===== config.mk =====
export PLATFORM = sky130hd
export DESIGN_NAME = spi_master
export DESIGN_NICKNAME = d
export VERILOG_FILES = /design/src/rtl/spi_master.sv
export SDC_FILE = /design/constraint.sdc
export NUM_CORES = 1
export LEC_CHECK = 0
export ABC_AREA = 0
export CORE_MARGIN = 2
export CORE_UTILIZATION = 58
export CTS_CLUSTER_DIAMETER = 60
export DETAILED_ROUTE_END_ITERATION = 8
export GPL_TIMING_DRIVEN = 0
export PLACE_DENSITY = 0.9
export SLEW_MARGIN = 30
export SYNTH_ARGS = -nofsm -noshare
export SYNTH_HDL_FRONTEND = slang
export SYNTH_SLANG_ARGS = --single-unit

===== constraint.sdc =====
create_clock -name clk -period 5.5 [get_ports clk]
set_clock_uncertainty 0.1 [all_clocks]
set_input_delay 1.65 -clock clk [delete_from_list [all_inputs] [get_ports clk]]
set_output_delay 1.65 -clock clk [all_outputs]
set_load 0.02 [all_outputs]

===== src/rtl/spi_master.sv =====
// spi_master: single-clock SPI initiator for the SPI slave/RAM wrapper.
// A frame is one select bit (cmd[1]) followed by the 10-bit {cmd, wr_data}
// word, MSB first, one bit per clk with SS_n low. Read-data frames (cmd=11)
// then wait TURN idle cycles and capture an 8-bit reply from MISO.
//
// State table:
//   ST_IDLE  | SS_n high, waiting for start
//   ST_SEL   | select bit (cmd[1]) on MOSI
//   ST_SHIFT | 10 frame bits on MOSI, MSB first
//   ST_TURN  | TURN idle cycles before the reply (cmd=11 only)
//   ST_CAPT  | 8 MISO samples, MSB first
//   ST_END   | SS_n high for GAP cycles; done/rd_valid in the first one
//
// Ports:
//   clk       system clock, rising edge
//   rst       synchronous active-high reset
//   start     frame request, honoured only while busy=0
//   cmd       00 wr addr, 01 wr data, 10 rd addr, 11 rd data
//   wr_data   frame payload
//   busy      frame in progress, including the GAP cycles
//   done      one-cycle pulse as SS_n returns high
//   rd_data   last byte captured on a cmd=11 frame
//   rd_valid  one-cycle pulse with done on cmd=11 frames
//   MOSI      serial data to slave
//   SS_n      slave select, active-low
//   MISO      serial data from slave
module spi_master #(
    parameter int unsigned TURN = 2,
    parameter int unsigned GAP  = 1
) (
    input  logic       clk,
    input  logic       rst,
    input  logic       start,
    input  logic [1:0] cmd,
    input  logic [7:0] wr_data,
    output logic       busy,
    output logic       done,
    output logic [7:0] rd_data,
    output logic       rd_valid,
    output logic       MOSI,
    output logic       SS_n,
    input  logic       MISO
);

    typedef enum logic [2:0] {
        ST_IDLE,
        ST_SEL,
        ST_SHIFT,
        ST_TURN,
        ST_CAPT,
        ST_END
    } state_t;

    state_t      state;
    logic [9:0]  frame;
    logic [1:0]  cmd_q;
    logic [3:0]  bit_cnt;
    logic [2:0]  tmr;
    logic [2:0]  cap_cnt;
    logic [7:0]  shreg;

    // Outputs are loaded one edge ahead, alongside the state they belong to,
    // so every output is a plain flop with no path from start or MISO.
    always_ff @(posedge clk) begin
        if (rst) begin
            state    <= ST_IDLE;
            frame    <= '0;
            cmd_q    <= '0;
            bit_cnt  <= '0;
            tmr      <= '0;
            cap_cnt  <= '0;
            shreg    <= '0;
            rd_data  <= '0;
            busy     <= 1'b0;
            done     <= 1'b0;
            rd_valid <= 1'b0;
            MOSI     <= 1'b0;
            SS_n     <= 1'b1;
        end else begin
            done     <= 1'b0;
            rd_valid <= 1'b0;
            case (state)
                ST_IDLE: begin
                    SS_n <= 1'b1;
                    MOSI <= 1'b0;
                    busy <= 1'b0;
                    if (start) begin
                        frame <= {cmd, wr_data};
                        cmd_q <= cmd;
                        state <= ST_SEL;
                        SS_n  <= 1'b0;
                        MOSI  <= cmd[1];
                        busy  <= 1'b1;
                    end
                end
                ST_SEL: begin
                    state   <= ST_SHIFT;
                    bit_cnt <= 4'd9;
                    MOSI    <= frame[9];
                end
                ST_SHIFT: begin
                    // bit_cnt indexes the bit currently on MOSI
                    if (bit_cnt == 4'd0) begin
                        MOSI <= 1'b0;
                        if (cmd_q == 2'b11) begin
                            state <= ST_TURN;
                            tmr   <= 3'(TURN - 1);
                        end else begin
                            state <= ST_END;
                            SS_n  <= 1'b1;
                            done  <= 1'b1;
                            tmr   <= 3'(GAP - 1);
                        end
                    end else begin
                        bit_cnt <= bit_cnt - 4'd1;
                        MOSI    <= frame[bit_cnt - 4'd1];
                    end
                end
                ST_TURN: begin
                    if (tmr == 3'd0) begin
                        state   <= ST_CAPT;
                        cap_cnt <= 3'd7;
                    end else begin
                        tmr <= tmr - 3'd1;
                    end
                end
                ST_CAPT: begin
                    shreg <= {shreg[6:0], MISO};
                    if (cap_cnt == 3'd0) begin
                        rd_data  <= {shreg[6:0], MISO};
                        state    <= ST_END;
                        SS_n     <= 1'b1;
                        done     <= 1'b1;
                        rd_valid <= 1'b1;
                        tmr      <= 3'(GAP - 1);
                    end else begin
                        cap_cnt <= cap_cnt - 3'd1;
                    end
                end
                ST_END: begin
                    if (tmr == 3'd0) begin
                        state <= ST_IDLE;
                        busy  <= 1'b0;
                    end else begin
                        tmr <= tmr - 3'd1;
                    end
                end
                default: begin
                    state <= ST_IDLE;
                    SS_n  <= 1'b1;
                    MOSI  <= 1'b0;
                    busy  <= 1'b0;
                end
            endcase
        end
    end

endmodule


Word-level counts from Yosys, hierarchy flattened:

Index checks and enable logic that the tools add are counted.

* add/subtract/negate cells: 3
* $mul: 0
* div/mod/pow operators: 0
* $lt $le $gt $ge: 1
* equality and inequality tests: 15
* shift operators: 0
* mux-type cells: 34
* bitwise operators: 3
* reductions and logical operators: 20

Operators by type and width (count)
* $mux 3: 11
* $ne 2x2->1 const B: 9
* $pmux 3 s6: 1
* $mux 1: 13
* $logic_not 3->1: 3
* $pmux 3 s3: 1
* $pmux 1 s4: 2
* $pmux 4 s2: 1
* $reduce_and 2->1: 4
* $reduce_and 4->1: 2
* $eq 3x2->1 const B: 2
* $eq 3x3->1 const B: 2
* $pmux 3 s2: 1
* $reduce_or 3->1: 2
* $sub 3x1->3 const B: 2
* $lt 4x5->1 const B: 1
* $reduce_and 5->1: 1
* $bmux 1 s4: 1
* $logic_not 4->1: 1
* $mux 4: 1
* $reduce_bool 2->1: 2
* $reduce_or 2->1: 2
* $reduce_or 4->1: 1
* $sub 4x1->4 const B: 1
* other kinds (7): 9

* bits in registers: 45
* latch bits: 0
* RAM bits: 0
* bits in read-only memories: 0
* bits of input ports: 14
* output and inout bits: 13
* logic and storage cells: 89
* memories: 0

Logic depth before layout (Yosys ltp):

Gate-level depths: netlist (run 1).

* depth after elaboration: 5
* depth in mapped cells: 9
* depth with buffers taken out: 7

Least setup slack after synthesis (run 1):

Ideal clock, no wire load.

* path type: input to register
* start: in start
* end: reg frame[1]
* library setup time: 0.070 ns
* arrival time: 2.473 ns
* data required time: 5.330 ns
* setup slack: 2.857 ns
* cell stages on the path: 4
* path buffers: 1
* cell sequence: nor4b_1 -> clkbuf_1 -> nand2_1 -> a21oi_1

* longest elaborated chain between the ends: 1

RTL lines
* start, declared: RTL line 33 `input logic start,`
* $reduce_and 2->1 (no source line)
* end signal, assigned: RTL line 88 `frame <= {cmd, wr_data};`
* end, declared: RTL line 55 `logic [9:0] frame;`

No other way between the ends.
A chain may end at the register's enable or synchronous reset.

Final worst setup path (run 1):

* start: in start
* end: reg frame[8]

Same word-level chain as after synthesis.

==> run metrics, run 1 <==
die width=63.0 um; Reg2Reg Depth=9; R2R Path Start=bit_cnt[0]; CP max stage cell=clkdlybuf4s50_1; IO Count=27; Mapped Nets=268; worst reg2reg endpoint=state[2]; top cells by area, synth=dfxtp_1 43%, nand2_1 11%, a21oi_1 8.4%; Post-Syn Area=0.00202 mm2; Async SR Flop Fraction=0; chip height=63.0 um; Hold Path Stages=2; final hold vios=0; Area Overhead vs Synth=18.3%; placed cell count=320; final-stage net count=300; routability congestion estimate=0.932; Critical Path RT=5.70 ns; EDFF count, synth=0; Root Buffer=clkbuf_4; sequential cell area=861 um2; max incr delay on CP=0.51 ns; Hold WC Path Type=reg2reg; final setup fails=0; Pleak=0.796 nW; die area=0.00396 mm2; row cnt=21; drt first pass iters=4; post-CTS setup buffers=0; fmax=0.318 GHz; Synth top area share=0.427; Clock Tree Buf Depth=2; Finished Cell Area=0.00238 mm2; starting DRC count in detailed routing=109; CP endpoint kind=flip-flop; clock transition at the registers of the reported paths=0.13 ns; Hold Path Origin=shreg[6]; CP max FO=10; CTS tree=yes; max-cap violations=0; post-route minimum period=3.14 ns; largest net degree at the start of global routing=16; multi-input logic area=0.00103 mm2; Design Power=1.05 mW; initial antenna violation count=0; RSZ-0062 raised after global routing=no; worst path cell trace=clkdlybuf4s50_1 > nor4b_1 > clkbuf_1 > nand2_1 > a21oi_1; Antenna Violating Nets Remaining=0; post-synthesis cell type count=50; hold path endpoint=rd_data[7]; All-Layer GR Usage=0.238; Antenna Cells=0; WL final=4350 um; DRC Markers=0; htree depth=2; final worst-path cycle share=0.571; Ys Warns=0; layout cells sized above 1=0.0745; Starting Density=0.604; worst slew pin tran=0.625 ns; fillers=258; Worst Setup SP=start; setup_tns=0 ns; fin cells=328; WP data arrival=3.34 ns; sequential area share after synthesis=0.427; first-pass GRT wire length=7570 um; grt ovf=0; Clock Latency Late Sink=0.36 ns; flops & latches, synth=43; Max VDD drop=0.000303 V; leading area contributor after synthesis=dfxtp_1; IO Port Bufs=25; drt wl/cell=13.2 um; Sink Count=43; FF-to-FF setup slack=3.10 ns; commonest cells in the netlist=59 x nand2_1, 43 x dfxtp_1, 34 x a21oi_1, 12 x clkbuf_1, 12 x inv_1; dpl cell area=0.00232 mm2; Mean Syn Cell Area=8.10 um2; Slew HR=0.581; vias in the first global route=1702; core region area=0.00334 mm2; clock buffer count from CTS=5; WS Path Type=in2reg; Power Density=439 mW/mm2; dpl hpwl=3090 um; # hold bufs at CTS=0; Gates resized, CTS repair=0; number of max-slew violations in the final report=0; top-count cell post-synth=nand2_1; Cells after Synth=249; status=completed; vias per inst=5.65; Synth Flop Type=dfxtp_1; Critical Path Source Type=primary input; via count=1854
-- where the power goes --
group	switching (mW)	total [mW]	internal, mW
Clock	0.109	0.161	0.0512
Sequential	0.0282	0.393	0.365
Combinational	0.299	0.494	0.194
Total	0.437	1.05	0.610
-- critical path, delay by kind of cell --
family          cells  cell delay [ns]
compound gates      1             0.15
simple gates        2             0.62
buf+inv             2             0.92
-- metal layers --
metal  track usage  vias up  part of all wire
met1         0.298      857              0.45
met3        0.0595        9             0.058
li1              -      930                 -
met2         0.387       58              0.48
met4         0.106        0             0.017
met5             0        -                 0
-- cell families after synthesis --
group / after synthesis / synth area share
AO/OA/AOI/OAI: 65 / 0.199
XOR/XNOR: 1 / 0.00435
adder cells (fa/ha/maj): 5 / 0.0310
buffers and inverters: 29 / 0.0596
flip-flops: 43 / 0.427
multiplexers: 4 / 0.0323
AND/OR/NAND/NOR: 102 / 0.246
-- registers in the layout (all words and copies together) (netlist names) --
| name | count |
|---|---|
| rd_valid | 1 |
| done | 1 |
| busy | 1 |
| MOSI | 1 |
| frame | 10 |
| bit_cnt | 4 |
| cap_cnt | 3 |
| tmr | 3 |
| rd_data | 8 |
| shreg | 7 |
| SS_n | 1 |
| state | 3 |
-- worst max-delay path by stage --
stage | to | depth (start not counted)
global route | frame[8] | 5
global placement | frame[4] | 5
detailed placement | frame[3] | 5
finish | frame[8] | 5
floorplan | frame[1] | 4
CTS | frame[8] | 5
-- stage by stage --
stage	util	setup slack [ns]	hold WS (ns)
2_1_floorplan	-	2.86	0.332
3_3_place_gp	0.696	2.07	0.343
3_5_place_dp	0.696	2.01	0.345
4_1_cts	0.715	2.36	0.363
5_1_grt	0.715	2.18	0.381
6_report	0.715	2.36	0.361
-- layout by cell type (no fill, tap or decap), types with 3 or more instances in the layout --
cell type        netlist  routed
a211oi_1               7       7
a21oi_1               34      34
buf_2                  3       3
clkbuf_1              12      12
clkbuf_4               0       5
clkdlybuf4s50_1        0      25
dfxtp_1               43      43
ha_1                   5       5
inv_1                 12      12
nand2_1               59      59
nand3_1                6       6
nor2_1                 8       8
nor2b_1                4       4
nor3_1                 5       5
nor4b_1                3       3
o21ai_0                4       4
-- layout make-up --
class                           instances  share of cell area
Inverter                               12              0.0189
Tap cell                               46              0.0241
Sequential cell                        43               0.361
Timing Repair Buffer                   25               0.105
Clock buffer                            5              0.0157
Clock inverter                          3             0.00997
Buffer                                 17              0.0315
Multi-Input combinational cell        177               0.434
Power figures use the tool's default switching activity.
==> run 2: changes to the inputs <==
--- a/config.mk
+++ b/config.mk
@@ -7,11 +7,11 @@
 export LEC_CHECK = 0
 export ABC_AREA = 0
 export CORE_MARGIN = 2
-export CORE_UTILIZATION = 58
+export CORE_UTILIZATION = 49
 export CTS_CLUSTER_DIAMETER = 60
 export DETAILED_ROUTE_END_ITERATION = 8
 export GPL_TIMING_DRIVEN = 0
-export PLACE_DENSITY = 0.9
+export PLACE_DENSITY = 0.81
 export SLEW_MARGIN = 30
 export SYNTH_ARGS = -nofsm -noshare
 export SYNTH_HDL_FRONTEND = slang
==> constraint.sdc (replaced) <==
create_clock -name clk -period 2.7 [get_ports clk]
set_clock_uncertainty 0.1 [all_clocks]
set_input_delay 0.81 -clock clk [delete_from_list [all_inputs] [get_ports clk]]
set_output_delay 0.81 -clock clk [all_outputs]
set_load 0.02 [all_outputs]
==> run 2 against run 1 <==
  * Non-clock buffer count did not move
  * Via count is 2.1% lower
  * Design area rose by 1.2%
  * Critical path depth did not move
  * Combinational power up 100%
  * Global-route usage decreased by 1.7 points
  * Clock power up 150%
  * Die area grew 17%
  * First-iteration DRC count down 11%
  * Sequential cell count did not move
  * Final cell count increased by 1.2%
  * Critical path type unchanged
  * Largest power group unchanged
==> run metrics, run 2 (same netlist as run 1, synthesis figures left out) <==
chip height=68.1 um (+8.2%); Max VDD drop=0.000561 V (+85%); Sink Count=43 (unchanged); vias in the first global route=1718 (+0.94%); die width=68.1 um (+8.2%); fmax=0.418 GHz; Pleak=0.810 nW (+1.7%); Clock Tree Buf Depth=2 (unchanged); Largest register FFs=10 (unchanged); Gates resized, CTS repair=0 (unchanged); DRC Markers=0 (unchanged); multi-input logic area=0.00103 mm2 (unchanged); post-route minimum period=2.40 ns; routability congestion estimate=0.908 (-2.5%); dpl cell area=0.00233 mm2 (+0.22%); WL final=4460 um (+2.5%); Reg with most FFs=frame; clock transition at the registers of the reported paths=0.08 ns (-0.05 ns); starting DRC count in detailed routing=97 (-11%); initial antenna violation count=0 (unchanged); final-stage net count=300 (unchanged); CP max FO=10 (unchanged); Finished Cell Area=0.00241 mm2 (+1.2%); Critical Path Source Type=primary input; grt ovf=0 (unchanged); first-pass GRT wire length=7630 um (+0.82%); IO Port Bufs=25 (unchanged); layout cells sized above 1=0.0709 (-0.00355); number of max-slew violations in the final report=0 (unchanged); final hold vios=0 (unchanged); sequential cell area=861 um2 (unchanged); via count=1815 (-2.1%); RSZ-0062 raised after global routing=no; core region area=0.00397 mm2 (+19%); Slew HR=0.576 (-0.00557); drt wl/cell=13.4 um (+1.3%); final worst-path cycle share=0.887; Area Overhead vs Synth=19.7%; largest net degree at the start of global routing=14 (-2); Root Buffer=clkbuf_8; worst slew pin tran=0.635 ns (+0.00972 ns); die area=0.00464 mm2 (+17%); Critical Path RT=2.82 ns (-2.88 ns); vias per inst=5.47 (-3.3%); IO Count=27 (unchanged); status=completed; dpl hpwl=3190 um (+3.2%); final setup fails=0 (unchanged); WS Path Type=in2reg; setup_tns=0 ns (unchanged); All-Layer GR Usage=0.221 (-0.0175); Hold WC Path Type=reg2reg; Antenna Violating Nets Remaining=0 (unchanged); max-cap violations=0 (unchanged); Clock Latency Late Sink=0.30 ns (-0.06 ns); clock buffer count from CTS=5 (unchanged); # hold bufs at CTS=0 (unchanged); commonest cells after routing, fill and taps aside=59 x nand2_1, 43 x dfxtp_1, 34 x a21oi_1; CTS tree=yes; fillers=357 (+38%); largest registers=frame: 10 flops, rd_data: 8 flops, shreg: 7 flops; Power Density=915 mW/mm2 (+110%); htree depth=2 (unchanged); Antenna Cells=0 (unchanged); commonest non-fill, non-tap cell in the layout=nand2_1; WP data arrival=2.52 ns (-0.82 ns); CP endpoint kind=flip-flop; post-CTS setup buffers=0 (unchanged); row cnt=23 (+9.5%); Starting Density=0.508 (-0.0965); drt first pass iters=4 (unchanged)
run 2: power by group:
part | leakage, nW | internal [mW] | switching [mW]
logic | 0.419 | 0.396 | 0.611
registers | 0.350 | 0.743 | 0.0577
clock network | 0.0412 | 0.181 | 0.220
total | 0.810 | 1.32 | 0.889
run 2: worst max-delay path: stages:
cell,delay (ns)
clkdlybuf4s50_1,0.52
nor4b_1,0.49
clkbuf_1,0.43
nand2_1,0.11
a21oi_1,0.15
run 2: layout make-up:
| class | instances | share of cell area |
|---|---|---|
| multi-input combinational | 177 | 0.429 |
| sequential | 43 | 0.357 |
| timing repair buffer | 25 | 0.104 |
| buffer | 17 | 0.0311 |
| clock buffer | 6 | 0.0301 |
| tap | 50 | 0.0259 |
| inverter | 12 | 0.0187 |
| clock inverter | 2 | 0.00518 |
run 2: final timing paths:
path / startpoint / depth (start not counted) / to / slack, ns
setup / recovery: start / 5 / frame[1] / 0.30
hold / removal: rd_data[2] / 2 / rd_data[2] / 0.36
setup reg to reg: bit_cnt[0] / 9 / state[2] / 0.31
hold reg to reg: rd_data[2] / 2 / rd_data[2] / 0.36
run 2: per-stage QoR:
stage / power, mW / worst slack, ns / utilization / hold slack (ns) / std cells
2_1_floorplan: 1.55 / 0.474 / - / 0.332 / 249
4_1_cts: 2.21 / 0.301 / 0.608 / 0.358 / 332
3_3_place_gp: 1.78 / 0.0908 / 0.586 / 0.340 / 324
6_report: 2.21 / 0.305 / 0.608 / 0.355 / 332
3_5_place_dp: 1.81 / 0.0730 / 0.586 / 0.347 / 324
5_1_grt: 2.38 / 0.145 / 0.608 / 0.374 / 332
run 2: layer usage:
metal  wire [um]  share of wire  global-route usage
met2        2080           0.47               0.347
met4          80          0.018               0.108
met5           0              0                   0
met3         191          0.043              0.0543
met1        2110           0.47               0.282
==> run 3: changes to the inputs <==
--- a/config.mk
+++ b/config.mk
@@ -10,8 +10,7 @@
 export CORE_UTILIZATION = 49
 export CTS_CLUSTER_DIAMETER = 60
 export DETAILED_ROUTE_END_ITERATION = 8
-export GPL_TIMING_DRIVEN = 0
-export PLACE_DENSITY = 0.81
+export PLACE_DENSITY = 0.73
 export SLEW_MARGIN = 30
 export SYNTH_ARGS = -nofsm -noshare
 export SYNTH_HDL_FRONTEND = slang
==> run 3 against run 2 <==
  * Non-clock buffer count fell by 10
  * Combinational power down 9%
  * Routed wire length down 6.2%
  * Sequential power up 9.1%
  * Sequential share of layout area grew 0.20 points
  * Global-route usage shrank 1.5 points
  * Die area did not move
  * Core utilization fell by 0.35 points
  * Worst setup slack improved by 0.16 ns
  * Via count decreased by 3.1%
  * Worst hold slack lost 0.0014 ns
  * Largest power group unchanged
==> run metrics, run 3 (same netlist as run 1, synthesis figures left out) <==
clock transition at the registers of the reported paths=0.08 ns (about the same); via count=1758 (-3.1%); layout cells sized above 1=0.0846 (+0.0136); row cnt=23 (unchanged); Design Power=2.19 mW (-0.97%); max-cap violations=0 (unchanged); final hold vios=0 (unchanged); die area=0.00464 mm2 (unchanged); htree depth=2 (unchanged); worst slew pin tran=0.643 ns (+0.00768 ns); CP endpoint kind=flip-flop; Final Core Density=0.604 (-0.00347); DRC Markers=0 (unchanged); Critical Path RT=2.81 ns (about the same); Pleak=0.810 nW (about the same); final-stage net count=290 (-3.3%); largest registers=frame: 10 flops, rd_data: 8 flops, shreg: 7 flops; Area Overhead vs Synth=19.1%; Hold WC Path Type=reg2reg; All-Layer GR Usage=0.205 (-0.0154); starting DRC count in detailed routing=111 (+14%); number of max-slew violations in the final report=0 (unchanged); die width=68.1 um (unchanged); dpl cell area=0.00231 mm2 (-0.59%); initial antenna violation count=0 (unchanged); CP max FO=10 (unchanged); commonest cells after routing, fill and taps aside=59 x nand2_1, 43 x dfxtp_1, 34 x a21oi_1; final worst-path cycle share=0.827 (-0.0600); fin cells=322 (-3.0%); placed cell count=314 (-3.1%); IO Port Bufs=26 (+4.0%); largest net degree at the start of global routing=23 (+9); Hold Path Stages=2 (unchanged); Largest register FFs=10 (unchanged); Clock Tree Buf Depth=2 (unchanged); CTS tree=yes; core region area=0.00397 mm2 (unchanged); worst reg2reg endpoint=state[2]; Root Buffer=clkbuf_8; Reg2Reg Depth=6 (-3); IO Count=27 (unchanged); routability congestion estimate=0.893 (-1.6%); Slew HR=0.571 (-0.00479); FF-to-FF setup slack=0.47 ns (+0.16 ns); clock buffer count from CTS=5 (unchanged); drt wl/cell=13.0 um (-3.3%); hold path endpoint=frame[5]; Gates resized, CTS repair=0 (unchanged); Power Density=911 mW/mm2 (-0.40%); Antenna Violating Nets Remaining=0 (unchanged); Hold Path Origin=frame[5]; Reg with most FFs=frame; RSZ-0062 raised after global routing=no; Sink Count=43 (unchanged); dpl hpwl=3020 um (-5.4%); WS Path Type=reg2reg; Starting Density=0.508 (unchanged); Clock Latency Late Sink=0.29 ns (about the same); post-CTS setup buffers=0 (unchanged); Max VDD drop=0.000448 V (-20%); Antenna Cells=0 (unchanged); post-route minimum period=2.23 ns (-0.162 ns); vias per inst=5.46 (-0.13%); WP data arrival=2.35 ns (-0.17 ns); chip height=68.1 um (unchanged); vias in the first global route=1639 (-4.6%); # hold bufs at CTS=0 (unchanged); setup_tns=0 ns (unchanged); first-pass GRT wire length=7210 um (-5.5%); WL final=4180 um (-6.2%); grt ovf=0 (unchanged); Finished Cell Area=0.00240 mm2 (-0.57%); drt first pass iters=5 (+1); commonest non-fill, non-tap cell in the layout=nand2_1; R2R Path Start=bit_cnt[0]; fmax=0.448 GHz (+7.3%); final setup fails=0 (unchanged); Critical Path Source Type=flip-flop; status=completed
[run 3: where the power goes]
| part | internal (mW) | switching, mW |
|---|---|---|
| clock | 0.181 | 0.217 |
| combinational | 0.393 | 0.523 |
| sequential | 0.744 | 0.130 |
[run 3: worst max-delay path: stages (launching register included)]
cell      delay, ns
dfxtp_1        0.41
inv_1          0.09
ha_1           0.23
or3b_1         0.46
and3_4         0.25
or3_4          0.39
a211oi_1       0.22
[run 3: through the flow]
step	hold slack, ns	worst slack [ns]
floorplan	0.332	0.474
global placement	0.346	0.445
detailed placement	0.348	0.410
CTS	0.359	0.467
global route	0.383	0.365
finish	0.354	0.467
[run 3: layout make-up]
| cell class | instances | area [um2] |
|---|---|---|
| clock buffer | 6 | 72.6 |
| clock inverter | 2 | 12.5 |
| fill | 373 | 1570 |
| inverter | 12 | 45.0 |
| multi-input combinational | 177 | 1040 |
| sequential | 43 | 861 |
| tap | 50 | 62.6 |
| timing repair buffer | 32 | 305 |
[run 3: worst max-delay path by stage]
stage          slack [ns]  depth (start not counted)       start        to
3_5_place_dp         0.41                          5       start  state[2]
3_3_place_gp         0.45                          5       start  state[2]
5_1_grt              0.37                          6  bit_cnt[0]  state[2]
2_1_floorplan        0.47                          9  bit_cnt[0]  state[2]
6_report             0.47                          6  bit_cnt[0]  state[2]
4_1_cts              0.47                          6  bit_cnt[0]  state[2]
[run 3: metal layers]
| layer | up-vias | share of wire | global-route usage |
|---|---|---|---|
| met4 | 0 | 0.025 | 0.100 |
| met2 | 31 | 0.47 | 0.337 |
| li1 | 910 | - | - |
| met3 | 9 | 0.031 | 0.0493 |
| met5 | - | 0 | 0 |
| met1 | 808 | 0.47 | 0.251 |
